## config.mk

```make
export PLATFORM = sky130hd
export DESIGN_NAME = mem_access
export DESIGN_NICKNAME = d
export VERILOG_FILES = /design/src/rtl/mem_access.sv
export SDC_FILE = /design/constraint.sdc
export NUM_CORES = 1
export LEC_CHECK = 0
export ABC_AREA = 1
export BUFFER_PORTS_ARGS = -buffer_cell sky130_fd_sc_hd__buf_2
export CORE_MARGIN = 2
export CORE_UTILIZATION = 44
export DETAILED_ROUTE_END_ITERATION = 8
export PLACE_DENSITY_LB_ADDON = 0.2
export SLEW_MARGIN = 20
export SYNTH_ARGS = -nofsm -noshare
export SYNTH_HDL_FRONTEND = slang
export SYNTH_SLANG_ARGS = --single-unit
```

## constraint.sdc

```tcl
create_clock -name clk -period 2.6 [get_ports clk]
set_input_delay 0.65 -clock clk [delete_from_list [all_inputs] [get_ports clk]]
set_output_delay 0.65 -clock clk [all_outputs]
set_load 0.03 [all_outputs]
```

## src/rtl/mem_access.sv

```systemverilog
// Memory stage: lane-aware loads and stores over a single-port word bus, read-modify-write for
// sub-word stores, misaligned accesses dropped, bus timeout abort and writeback register.
module mem_access #(
  parameter int unsigned TIMEOUT_CYC = 16
) (
  input  logic        clk,
  input  logic        rst_n,
  input  logic        r_mem_enable_i,
  input  logic [31:0] r_mem_addr_i,
  input  logic        w_mem_enable_i,
  input  logic [31:0] w_mem_addr_i,
  input  logic [31:0] w_mem_data_i,
  input  logic [2:0]  data_type_i,
  input  logic        ex_w_reg_enable_i,
  input  logic        mem_w_reg_enable_i,
  input  logic [4:0]  w_reg_addr_i,
  input  logic [31:0] ex_w_reg_data_i,
  output logic        bus_req_o,
  output logic        bus_we_o,
  output logic [31:0] bus_addr_o,
  output logic [31:0] bus_wdata_o,
  input  logic        bus_ack_i,
  input  logic [31:0] bus_rdata_i,
  output logic        stall_o,
  output logic        w_reg_enable_o,
  output logic [4:0]  w_reg_addr_o,
  output logic [31:0] w_reg_data_o,
  output logic        misalign_o,
  output logic        bus_err_o
);

  localparam int unsigned CntW = $clog2(TIMEOUT_CYC + 1);
  localparam logic [CntW-1:0] CntLimit = CntW'(TIMEOUT_CYC - 1);

  localparam logic [2:0] IDLE   = 3'd0;
  localparam logic [2:0] RD     = 3'd1;
  localparam logic [2:0] WR     = 3'd2;
  localparam logic [2:0] RMW_RD = 3'd3;
  localparam logic [2:0] RMW_WR = 3'd4;

  logic [2:0]      state_q, state_d;
  logic [CntW-1:0] cnt_q, cnt_d;
  logic [31:0]     merged_q, merged_d;
  logic            w_reg_enable_q, w_reg_enable_d;
  logic [4:0]      w_reg_addr_q, w_reg_addr_d;
  logic [31:0]     w_reg_data_q, w_reg_data_d;
  logic            misalign_q, misalign_d;
  logic            bus_err_q, bus_err_d;

  logic        type_byte, type_half, type_word, type_valid;
  logic        is_store, mem_op, misaligned;
  logic [31:0] addr;
  logic [7:0]  ld_byte;
  logic [15:0] ld_half;
  logic [31:0] ld_data, rmw_word;
  logic        bus_req, stall;

  assign type_byte  = (data_type_i[1:0] == 2'b01);
  assign type_half  = (data_type_i[1:0] == 2'b10);
  assign type_word  = (data_type_i == 3'b011);
  assign type_valid = type_byte | type_half | type_word;

  // A simultaneous load and store request is handled as the store.
  assign is_store   = w_mem_enable_i;
  assign mem_op     = (r_mem_enable_i | w_mem_enable_i) & type_valid;
  assign addr       = is_store ? w_mem_addr_i : r_mem_addr_i;
  assign misaligned = (type_half & addr[0]) | (type_word & (addr[1:0] != 2'b00));

  assign ld_byte = bus_rdata_i[{addr[1:0], 3'b000} +: 8];
  assign ld_half = bus_rdata_i[{addr[1], 4'b0000} +: 16];

  always_comb begin
    ld_data = bus_rdata_i;
    if (type_byte) begin
      ld_data = {{24{ld_byte[7] & ~data_type_i[2]}}, ld_byte};
    end else if (type_half) begin
      ld_data = {{16{ld_half[15] & ~data_type_i[2]}}, ld_half};
    end
  end

  always_comb begin
    rmw_word = bus_rdata_i;
    if (type_byte) begin
      rmw_word[{addr[1:0], 3'b000} +: 8] = w_mem_data_i[7:0];
    end else begin
      rmw_word[{addr[1], 4'b0000} +: 16] = w_mem_data_i[15:0];
    end
  end

  assign bus_req = (state_q != IDLE);

  always_comb begin
    state_d        = state_q;
    cnt_d          = cnt_q;
    merged_d       = merged_q;
    w_reg_enable_d = 1'b0;
    w_reg_addr_d   = w_reg_addr_q;
    w_reg_data_d   = w_reg_data_q;
    misalign_d     = 1'b0;
    bus_err_d      = 1'b0;
    stall          = 1'b0;

    case (state_q)
      IDLE: begin
        cnt_d = '0;
        if (mem_op) begin
          if (misaligned) begin
            misalign_d = 1'b1;
          end else begin
            stall = 1'b1;
            if (!is_store)      state_d = RD;
            else if (type_word) state_d = WR;
            else                state_d = RMW_RD;
          end
        end else if (ex_w_reg_enable_i) begin
          w_reg_enable_d = 1'b1;
          w_reg_addr_d   = w_reg_addr_i;
          w_reg_data_d   = ex_w_reg_data_i;
        end
      end
      RD: begin
        if (bus_ack_i) begin
          state_d        = IDLE;
          w_reg_enable_d = mem_w_reg_enable_i;
          w_reg_addr_d   = w_reg_addr_i;
          w_reg_data_d   = ld_data;
        end else begin
          stall = 1'b1;
        end
      end
      WR, RMW_WR: begin
        if (bus_ack_i) state_d = IDLE;
        else           stall   = 1'b1;
      end
      RMW_RD: begin
        stall = 1'b1;
        if (bus_ack_i) begin
          merged_d = rmw_word;
          state_d  = RMW_WR;
          cnt_d    = '0;
        end
      end
      default: state_d = IDLE;
    endcase

    // An ack arriving in the limit cycle completes normally.
    if (bus_req && !bus_ack_i) begin
      if (cnt_q == CntLimit) begin
        state_d   = IDLE;
        cnt_d     = '0;
        bus_err_d = 1'b1;
        stall     = 1'b0;
      end else begin
        cnt_d = cnt_q + CntW'(1);
      end
    end
  end

  always_ff @(posedge clk) begin
    if (!rst_n) begin
      state_q        <= IDLE;
      cnt_q          <= '0;
      merged_q       <= '0;
      w_reg_enable_q <= 1'b0;
      w_reg_addr_q   <= '0;
      w_reg_data_q   <= '0;
      misalign_q     <= 1'b0;
      bus_err_q      <= 1'b0;
    end else begin
      state_q        <= state_d;
      cnt_q          <= cnt_d;
      merged_q       <= merged_d;
      w_reg_enable_q <= w_reg_enable_d;
      w_reg_addr_q   <= w_reg_addr_d;
      w_reg_data_q   <= w_reg_data_d;
      misalign_q     <= misalign_d;
      bus_err_q      <= bus_err_d;
    end
  end

  assign bus_req_o      = bus_req;
  assign bus_we_o       = (state_q == WR) | (state_q == RMW_WR);
  assign bus_addr_o     = bus_req ? {addr[31:2], 2'b00} : 32'h0;
  assign bus_wdata_o    = (state_q == WR)     ? w_mem_data_i :
                          (state_q == RMW_WR) ? merged_q     : 32'h0;
  assign stall_o        = stall;
  assign w_reg_enable_o = w_reg_enable_q;
  assign w_reg_addr_o   = w_reg_addr_q;
  assign w_reg_data_o   = w_reg_data_q;
  assign misalign_o     = misalign_q;
  assign bus_err_o      = bus_err_q;

endmodule
```

==> flow_summary.json <==
{
  "vias_per_cell": 5.27,
  "cpPeakStageDelay_ps": 200,
  "hold_buffers": 0,
  "finalHoldViolCount": 0,
  "reg2reg_depth": 7,
  "fp.dieW_um": 123,
  "outcome": "complete, no violations",
  "async_reset_ff_frac": 0,
  "routed-wl-met2_mm": 10.9,
  "r2r_slack_ps": 860,
  "route.met3.wl_mm": 1.49,
  "syn_inst": 1065,
  "m1WireLength_mm": 9.35,
  "ioPinCount": 282,
  "drcViolationCount": 0,
  "maxCapViolations": 0,
  "crit-reg2reg-launch": "state_q[2]$_SDFF_PN0_",
  "wl_mm": 22.6,
  "tightest_slew_ps": 570,
  "syn2layout_area_growth_pct": 29.9,
  "critical_path_arrival_ps": 1880,
  "gp_congestion": 0.948,
  "relSlewSlack": 0.620,
  "startpoint_type": "input pin",
  "synthTopCellsByArea": "dfxtp_1 26%, nand2_1 18%, o21ai_0 13%, a21oi_1 8.0%, inv_1 6.3%",
  "fin_nets": 1494,
  "ir_worst_vdd_mv": 0.312,
  "rsz0062_at_grt": "true",
  "grt_pass1_wl_mm": 35.4,
  "p_leak_nw": 4.39,
  "wl_per_cell_um": 15.1,
  "worstSetupEndpointType": "output port",
  "final_common_cell": "nand2_1",
  "dieArea_um2": 15100,
  "post-place-ws_ps": 4.85,
  "setup_violations": 0,
  "post-synth-top-area-fraction": 0.258,
  "clock_latency_ps": 360,
  "synth-edff-count": 0,
  "first_pass_iters": 5,
  "cts_max_path_buffers": 2,
  "fin_ws_ps": 69.8,
  "hold_class": "register to register",
  "first_global_vias": 7064,
  "layout.cells.non_filler": 1495,
  "r2r_end": "w_reg_data_o[15]$_SDFFE_PN0P_",
  "cp_slowest_cell": "o21a_2",
  "port_buffers": 279,
  "grt_start_max_net_pins": 63,
  "antenna_found_initial": 0,
  "rows": 43,
  "ant_nets": 0,
  "ys_seq_area_frac": 0.258,
  "cts_tree": "built",
  "powerDensity_nw_per_um2": 520,
  "antenna_cells": 0,
  "cts_max_level": 3,
  "fmax_mhz": 395,
  "path_class": "input pin to output port",
  "vias": 7882,
  "drt-initial-drc-count": 711,
  "cts.sinks": 80,
  "clock_skew_ps": 9.29,
  "start_util": 0.450,
  "ys_warn_count": 0,
  "drive_gt1_frac": 0.284,
  "fin_crit_sh": 0.973,
  "synth_top_cell_by_area": "dfxtp_1",
  "required_ps": 1950,
  "ys.flop_type": "dfxtp_1",
  "yosysUniqueCellTypes": 39,
  "dp_hpwl_mm": 17.1,
  "core_um2": 13800,
  "synth_area_um2": 6220,
  "highest_layer": "met4",
  "dp_cells": 1480,
  "fin_crit_ps": 2530,
  "ys_ff_latch": 80,
  "clk_pin_slew_ps": 60,
  "syn_area_per_cell_um2": 5.84,
  "final_cell_mix": "293 x nand2_1, 277 x buf_2, 163 x o21ai_0",
  "track_usage": 0.299,
  "numCtsBuffers": 9,
  "path_cells": "clkbuf_4 -> inv_4 -> nand2_4 -> nand2_4 -> clkinv_4 -> ha_2 -> o22ai_2 -> nor3_2 -> o21a_2 -> clkbuf_4",
  "design_area_um2": 8080,
  "worstPathMaxFanout": 6,
  "cts.root.buffer_cell": "clkbuf_16",
  "cp-startpoint": "w_mem_enable_i",
  "die_y_um": 123,
  "place_area_um2": 7770,
  "slew_violations": 0,
  "overflow": 0,
  "endpoint": "stall_o"
}
-- flip-flops by register name (all words and copies together) (netlist names) --
name	count
merged_q	32
misalign_o	1
state_q	3
cnt_q	5
bus_err_o	1
w_reg_addr_o	5
w_reg_enable_o	1
w_reg_data_o	32
-- metal layers --
metal,global-route usage,vias to the layer above
li1,-,3996
met1,0.362,3475
met2,0.514,348
met3,0.0483,63
met4,0.143,0
met5,0,-
-- cells in the mapped netlist (all sizes together) (2+ instances only) --
library cell	number
clkinv	5
nand2	300
nand3	60
o21ai	173
o211ai	22
buf	32
ha	8
inv	108
clkbuf	46
o22ai	25
nor2	45
dfxtp	80
a21oi	100
or2	25
nor3	27
nand4	2
-- worst min path at each step --
stage,start,to,cells past startpoint
2_1_floorplan,cnt_q[4]$_SDFFE_PN0P_,bus_err_o$_SDFF_PN0_,1
5_1_grt,cnt_q[4]$_SDFFE_PN0P_,cnt_q[4]$_SDFFE_PN0P_,2
3_3_place_gp,cnt_q[4]$_SDFFE_PN0P_,cnt_q[4]$_SDFFE_PN0P_,2
3_5_place_dp,cnt_q[4]$_SDFFE_PN0P_,cnt_q[4]$_SDFFE_PN0P_,2
4_1_cts,cnt_q[4]$_SDFFE_PN0P_,cnt_q[4]$_SDFFE_PN0P_,2
6_report,cnt_q[4]$_SDFFE_PN0P_,cnt_q[4]$_SDFFE_PN0P_,2
-- per-stage QoR --
step            util  setup TNS (ps)  power [W]  hold WS (ps)
4_1_cts        0.583               0    0.00420           457
5_1_grt        0.584           -2.86    0.00443           488
2_1_floorplan      -               0    0.00242           422
6_report       0.584               0    0.00420           462
3_3_place_gp   0.562               0    0.00292           441
3_5_place_dp   0.562               0    0.00293           447
-- final cells by class --
type	count	area, um^2
clock buffer	9	225
clock inverter	6	61.3
inverter	113	432
multi-input combinational	795	3820
timing repair buffer	312	1710
sequential	80	1600
fill	1433	5750
tap	180	225
-- critical path: cells and delay by family --
kind,cells,cell delay [ps]
adder cells (fa/ha/maj),1,180
buffers and inverters,4,470
AO/OA/AOI/OAI,2,390
AND/OR/NAND/NOR,3,190
-- cell families (layout without fill, tap and decap cells) --
family / Yosys count / count (layout) / synth area share
AOI/OAI and AO/OA: 324 / 324 / 0.277
xor gates and xnor gates: 1 / 1 / 0.00141
adders and majority gates: 8 / 8 / 0.0161
buffers and inverters: 191 / 440 / 0.131
DFF: 80 / 80 / 0.258
other: 1 / 2 / 0.000603
and+or+nand+nor: 460 / 460 / 0.316
-- power by group --
group,switching (W),internal (W)
clock network,0.000539,0.000735
logic,0.00104,0.000511
registers,0.0000515,0.00133
total,0.00163,0.00257
-- what timing repair did --
item	in CTS	in global routing
buffers inserted	0	0
endpoints found under the setup margin	0	9
resized for setup	0	6
hold endpoints to repair	0	0
Power figures use the tool's default switching activity.
